[config.mk]
export PLATFORM = sky130hd
export DESIGN_NAME = ram_dma_controller
export DESIGN_NICKNAME = d
export VERILOG_FILES = /design/src/rtl/ram_dma_controller.sv
export SDC_FILE = /design/constraint.sdc
export NUM_CORES = 1
export LEC_CHECK = 0
export BUFFER_PORTS_ARGS = -buffer_cell sky130_fd_sc_hd__buf_2
export CAP_MARGIN = 20
export CORE_ASPECT_RATIO = 1.5
export CORE_MARGIN = 3
export CORE_UTILIZATION = 30
export DETAILED_ROUTE_END_ITERATION = 10
export PLACE_DENSITY_LB_ADDON = 0.25
export SLEW_MARGIN = 10
export SYNTH_ARGS = -nofsm -noshare
export SYNTH_HDL_FRONTEND = slang
export SYNTH_SLANG_ARGS = --single-unit
[constraint.sdc]
create_clock -name clk_i -period 1.95 [get_ports clk_i]
set_input_delay 0.39 -clock clk_i [delete_from_list [all_inputs] [get_ports clk_i]]
set_output_delay 0.39 -clock clk_i [all_outputs]
set_load 0.05 [all_outputs]
[src/rtl/ram_dma_controller.sv]
// Block-transfer engine between a valid/ready stream and a 256x64 synchronous RAM.
// Fill mode streams words into consecutive RAM addresses; dump mode streams them back out.
// Addresses wrap modulo 256, so a 256-word transfer touches every location exactly once.
module ram_dma_controller (
    input  logic        clk_i,
    input  logic        reset_i,
    input  logic        start_i,
    input  logic        mode_i,
    input  logic [7:0]  base_addr_i,
    input  logic [8:0]  length_i,
    input  logic [63:0] in_data_i,
    input  logic        in_valid_i,
    output logic        in_ready_o,
    output logic [63:0] out_data_o,
    output logic        out_valid_o,
    input  logic        out_ready_i,
    output logic        busy_o,
    output logic        done_o,
    output logic [7:0]  ram_address_o,
    output logic [63:0] ram_in_o,
    output logic        ram_write_o,
    input  logic [63:0] ram_out_i
);

    typedef enum logic [2:0] {
        StIdle,
        StWrite,
        StFlush,
        StRdAddr,
        StRdCapt,
        StRdHold,
        StDone
    } state_e;

    state_e      state_q, state_d;
    logic [7:0]  ptr_q, ptr_d;
    logic [8:0]  remaining_q, remaining_d;
    logic [7:0]  ram_address_q, ram_address_d;
    logic [63:0] ram_in_q, ram_in_d;
    logic        ram_write_q, ram_write_d;
    logic [63:0] out_data_q, out_data_d;

    // State register with synchronous abort on reset.
    always_ff @(posedge clk_i) begin
        if (reset_i) begin
            state_q <= StIdle;
        end else begin
            state_q <= state_d;
        end
    end

    // Next-state selection; start and its qualifiers only matter in idle.
    always_comb begin
        state_d = state_q;
        unique case (state_q)
            StIdle: begin
                if (start_i) begin
                    if (length_i == 9'd0) begin
                        state_d = StDone;
                    end else if (mode_i) begin
                        state_d = StRdAddr;
                    end else begin
                        state_d = StWrite;
                    end
                end
            end
            StWrite: begin
                if (in_valid_i && (remaining_q == 9'd1)) begin
                    state_d = StFlush;
                end
            end
            StFlush:  state_d = StDone;
            StRdAddr: state_d = StRdCapt;
            StRdCapt: state_d = StRdHold;
            StRdHold: begin
                if (out_ready_i) begin
                    state_d = (remaining_q == 9'd1) ? StDone : StRdAddr;
                end
            end
            StDone:   state_d = StIdle;
            default:  state_d = StIdle;
        endcase
    end

    // Datapath next-state: pointer/count bookkeeping and the registered RAM pins.
    always_comb begin
        ptr_d         = ptr_q;
        remaining_d   = remaining_q;
        ram_address_d = ram_address_q;
        ram_in_d      = ram_in_q;
        ram_write_d   = 1'b0;
        out_data_d    = out_data_q;
        unique case (state_q)
            StIdle: begin
                if (start_i) begin
                    ptr_d       = base_addr_i;
                    remaining_d = length_i;
                    // Present the first read address while moving into RD_ADDR.
                    if (mode_i && (length_i != 9'd0)) begin
                        ram_address_d = base_addr_i;
                    end
                end
            end
            StWrite: begin
                // in_ready is high throughout this state, so in_valid alone is the handshake.
                if (in_valid_i) begin
                    ram_write_d   = 1'b1;
                    ram_address_d = ptr_q;
                    ram_in_d      = in_data_i;
                    ptr_d         = ptr_q + 8'd1;
                    remaining_d   = remaining_q - 9'd1;
                end
            end
            StRdCapt: begin
                out_data_d = ram_out_i;
            end
            StRdHold: begin
                if (out_ready_i) begin
                    ptr_d       = ptr_q + 8'd1;
                    remaining_d = remaining_q - 9'd1;
                    if (remaining_q != 9'd1) begin
                        ram_address_d = ptr_q + 8'd1;
                    end
                end
            end
            default: ;
        endcase
    end

    // Datapath registers.
    always_ff @(posedge clk_i) begin
        if (reset_i) begin
            ptr_q         <= 8'd0;
            remaining_q   <= 9'd0;
            ram_address_q <= 8'd0;
            ram_in_q      <= 64'd0;
            ram_write_q   <= 1'b0;
            out_data_q    <= 64'd0;
        end else begin
            ptr_q         <= ptr_d;
            remaining_q   <= remaining_d;
            ram_address_q <= ram_address_d;
            ram_in_q      <= ram_in_d;
            ram_write_q   <= ram_write_d;
            out_data_q    <= out_data_d;
        end
    end

    // Handshake and status outputs decode purely from the state register.
    always_comb begin
        in_ready_o    = (state_q == StWrite);
        out_valid_o   = (state_q == StRdHold);
        busy_o        = (state_q != StIdle);
        done_o        = (state_q == StDone);
        out_data_o    = out_data_q;
        ram_address_o = ram_address_q;
        ram_in_o      = ram_in_q;
        ram_write_o   = ram_write_q;
    end

endmodule

; ---- Yosys cells after proc, flatten, opt, wreduce, memory -nomap -nowiden
; Cells that the tools add are included.
[word_totals]
romBits = 0
ram_bits = 0
latchBits = 0
output_inout_bits = 141
wordCells = 58
ff_bits = 157
mem_count = 0
[op_classes]
n_mul = 0
order_cmp = 0
shifts = 0
n_eq_ne = 14
div = 0
reduce_logical = 12
n_mux = 22
add_sub_neg = 2
bitwise = 1
[op_table]
columns = cell, count
row1 = 8-bit two-way mux, 8
row2 = 8-bit case mux with 3 select lines, 2
row3 = 9-bit two-way mux, 3
row4 = 9-bit case mux with 3 select lines, 1
row5 = 3-bit case mux with 6 select lines, 1
row6 = 3-bit two-way mux, 5
row7 = "3-bit == test, second input constant", 3
row8 = "9-bit by 1-bit == test with 1-bit output, second input constant", 1
row9 = 9-bit zero test, 1
row10 = "9-bit by 1-bit inequality test with 1-bit output, second input constant", 1
row11 = 9-bit nonzero test, 1
row12 = "9-bit by 1-bit subtractor with 9-bit output, second input constant", 1
row13 = "8-bit by 1-bit adder with 8-bit output, second input constant", 1
row14 = "3-bit by 2-bit == test with 1-bit output, second input constant", 2
row15 = "2-bit by 1-bit inequality test with 1-bit output, second input constant", 3
row16 = "2-bit inequality test, second input constant", 3
row17 = 6-bit AND reduction, 1
row18 = 3-bit nonzero test, 2
row19 = 4-bit AND reduction, 1
row20 = "3-bit by 1-bit == test with 1-bit output, second input constant", 1
row21 = 3-bit zero test, 1
row22 = 3-bit AND reduction, 1
row23 = 1-bit logical AND, 2
row24 = 2-bit two-way mux, 1
row25 = 4 further kinds, 4

; ---- Longest topological paths before layout
[logic_depth]
ltp_word = 5
depth_mapped = 7

; ---- Worst setup path before layout
; OpenSTA, ideal clock, no wires.
[synth_path]
path_type = register -> register
start = register state_q[2]
end = register ram_in_q[37], in the netlist ram_in_o[37]
t_required_ns = 1.818
t_arrival_ns = 1.852
setup_slack_ns = -0.034
path_stages_with_launch = 8
path_cell_list = dfxtp_1 > buf_4 > nor3b_2 > nand2_1 > buf_2 > clkbuf_1 > nand2_1 > a21oi_1
[synth_via]
elab_chain_cells = 2
[synth_lines]
columns = item, line
row1 = from (decl), 35  ; state_e state_q, state_d;
row2 = from (signal assigned), 46  ; state_q <= StIdle;
row3 = from (signal assigned), 48  ; state_q <= state_d;
row4 = 3-bit by 1-bit == test with 1-bit output, -
row5 = via in_ready_o, 13  ; output logic in_ready_o,
row6 = 2-bit AND reduction (no source line), -
row7 = to (signal assigned), 143  ; ram_in_q <= ram_in_d;
row8 = to (decl), 39  ; logic [63:0] ram_in_q, ram_in_d;
; The timed path passes the listed nets, and every way through them passes these cells.
; A chain may end at the register's enable or synchronous reset.

; ---- Final worst setup path
[layout_path]
start = register state_q[2]
end = output port out_valid_o
[layout_via]
elab_chain_cells = 1
[layout_lines]
columns = item, line
row1 = 3-bit == test, 152  ; out_valid_o = (state_q == StRdHold);
row2 = to (decl), 15  ; output logic out_valid_o,
; Every way passes these cells.

==> metrics <==
sequential share of the synthesized area=49.94%; CP max FO=8; Final min period=1.866 ns; Die Ht=183.4 microns; synth top area cells=dfxtp_1 50%, nand2_1 16%, a21oi_1 12%; Die Width=124.3 microns; Seq cells post-synth=157; Crit Path Class=reg2out; met2 wire len=10570 microns; MaxCap Viol Count=0; hold crit path type=in2reg; top sig layer=met4; final hold vios=0; Worst path depth=3; count of cell types in the netlist=53; slowest stage cell, crit path=dfxtp_2; cell family with the largest share of critical-path delay=flip-flops; Net Count, Synth=952; # setup viols final=0; DRC violations left=0; relative slew slack=64.57%; final wirelength=20250 microns; status=finished, final reports clean; startpoint types=register; Fmax achieved=535.9 MHz; FF+latch area=0.003147 sq mm; CP arrival=1.48 ns; most frequent cells after synthesis=270 x nand2_1, 157 x dfxtp_1, 147 x a21oi_1, 32 x clkbuf_1, 20 x o21ai_0; total track usage=17.23%; yosys warns=0; Yosys top cell area share=49.94%; worst ir drop on vdd=1.137 mV; Reg clk slew, reported paths=0.06 ns; worst-margin pin slew=0.5314 ns; Overflow after GRT=0; met3 WL post-DR=1033 microns; Post-Syn Area=0.006294 sq mm; pins over their slew limit=0; cell accounting for the most synthesized area=dfxtp_1; GPL Wtd Cong=0.8426; setup TNS=0 ns; pwr/cell area=1338 mW/mm^2; hold depth=3; core region area=0.02050 sq mm; most frequent cell after synthesis=nand2_1; crit-path most repeated cell=buf_4; initial drt markers=305; asr flop ratio synth=0%; final core occ=42.53%; crit end category=primary output; dpl hpwl=14730 microns; r2r setup slk=0.20 ns; vias per cell=4.756; initial antenna violation count=2; TritonCTS clock tree=built; crit-path cells=buf_4, and3b_1, buf_4; total CTS buffers=17; first-pass iteration count of the detailed router=5; number of setup buffers added after CTS=0; unrepaired setup endpoints after global routing=false; cells after synthesis=798; hold slack=0.1970 ns; syn avg cell area=7.887 sq um; ANT nets after route=0; Tcrit/Tclk final=95.69%; via count=6426; largest net degree at the start of global routing=65; FILL cells=2190; Clock Skews=0.01016 ns; Syn-to-layout area delta=38.53%; Synth Flop Type=dfxtp_1; EDFF count, synth=0; worst path bufs/invs=2; leakage=3.804 nW; max incr delay on CP=0.44 ns; vias in the first global route=5947; WP data required=1.56 ns; IO buf count=291; Die Area=0.02279 sq mm; M1 WL=7830 microns; Initial Util=30.70%; H-tree level count=4; row count=64; nets@finish=1228; clk sinks=157; R2R depth=5; Root Driver=clkbuf_16; DR WL/cell=14.99 microns; Clock Latency Late Sink=0.43 ns; Hold Buf Count CTS=0; ratio of cells with drive above 1 in the final layout=33.73%; first-pass GRT wire length=31680 microns; io pins=292; Multi-input gate area=0.002869 sq mm; Clock Tree Buf Depth=2
[routing by layer]
| layer | vias up | global-route usage, % |
|---|---|---|
| li1 | 3227 | - |
| met4 | 0 | 9.127 |
| met3 | 49 | 4.400 |
| met2 | 209 | 30.09 |
| met5 | - | 0 |
| met1 | 2941 | 19.29 |
[path summary, 6_finish.rpt]
kind,from,endpoint
worst max-delay path,state_q[2]$_SDFFE_PP0P_,out_valid_o
worst min-delay path,ram_out_i[45],out_data_o[45]$_SDFFE_PP0P_
worst max register to register,ptr_q[0]$_SDFFE_PP0P_,ram_address_o[6]$_SDFFE_PP0P_
worst min register to register,out_data_o[20]$_SDFFE_PP0P_,out_data_o[20]$_SDFFE_PP0P_
[worst register-to-register path: cells and delay by family, from the launching register on]
family / cells / cell delay (ns)
adder cells (fa/ha/maj): 1 / 0.35
AO/OA/AOI/OAI: 1 / 0.33
multiplexers: 1 / 0.12
AND/OR/NAND/NOR: 2 / 0.45
flip-flops: 1 / 0.45
[per-stage QoR]
step / setup WS [ns] / instance area, sq um / power (mW) / std cells
after floorplan: 0.006899 / 6300 / 7.258 / 798
after global placement: 0.1487 / 8134 / 8.526 / 1319
after detailed placement: 0.1609 / 8134 / 8.534 / 1319
after CTS: 0.01346 / 8706 / 11.80 / 1349
after global routing: 0.01358 / 8718 / 12.36 / 1351
final: 0.08401 / 8718 / 11.66 / 1351
[final cells by class]
cell class / instances / share of cell area, %
antenna: 2 / 0.05741
clock buffer: 22 / 5.324
clock inverter: 8 / 1.062
inverter: 6 / 0.2583
multi-input combinational: 573 / 32.91
sequential: 157 / 36.09
tap: 264 / 3.789
timing repair buffer: 319 / 20.51
[power breakdown]
part,switching (mW),total [mW],leakage [nW],internal (mW)
clock network,1.28,3.21,0.275,1.93
registers,0.353,4.06,1.28,3.71
logic,3.01,4.40,2.25,1.38
[cell families (layout without fill, tap and decap cells)]
family	Yosys count	in the layout	share of synthesized area, %
AND/OR/NAND/NOR	350	350	23.68
XOR/XNOR	4	4	0.5568
AO/OA/AOI/OAI	206	206	18.77
other	0	2	0
buffers and inverters	68	355	4.831
adder cells (fa/ha/maj)	3	3	0.5965
flip-flops	157	157	49.94
multiplexers	10	10	1.630
[flip-flops by register name (all words and copies together), names as in the netlist]
register and cells:
out_data_o 64, ram_in_o 64, remaining_q 9, ptr_q 8, ram_address_o 8, state_q 3
ram_write_o 1
[cell usage in the layout, fill, tap and decap left out, types with 8 or more instances in the layout]
master	count
clkbuf_16	17
mux2i_1	8
buf_12	8
o21ai_0	20
nand4_1	9
nand2_1	269
a21oi_1	147
dfxtp_1	154
buf_2	287
buf_4	21
nand2b_1	10
nor2_1	18
[what timing repair did]
item / CTS / global route
endpoints found under the setup margin: 4 / 2
gates resized for setup: 7 / 2
endpoints found under the hold margin: 0 / 0
Power figures use the tool's default switching activity.
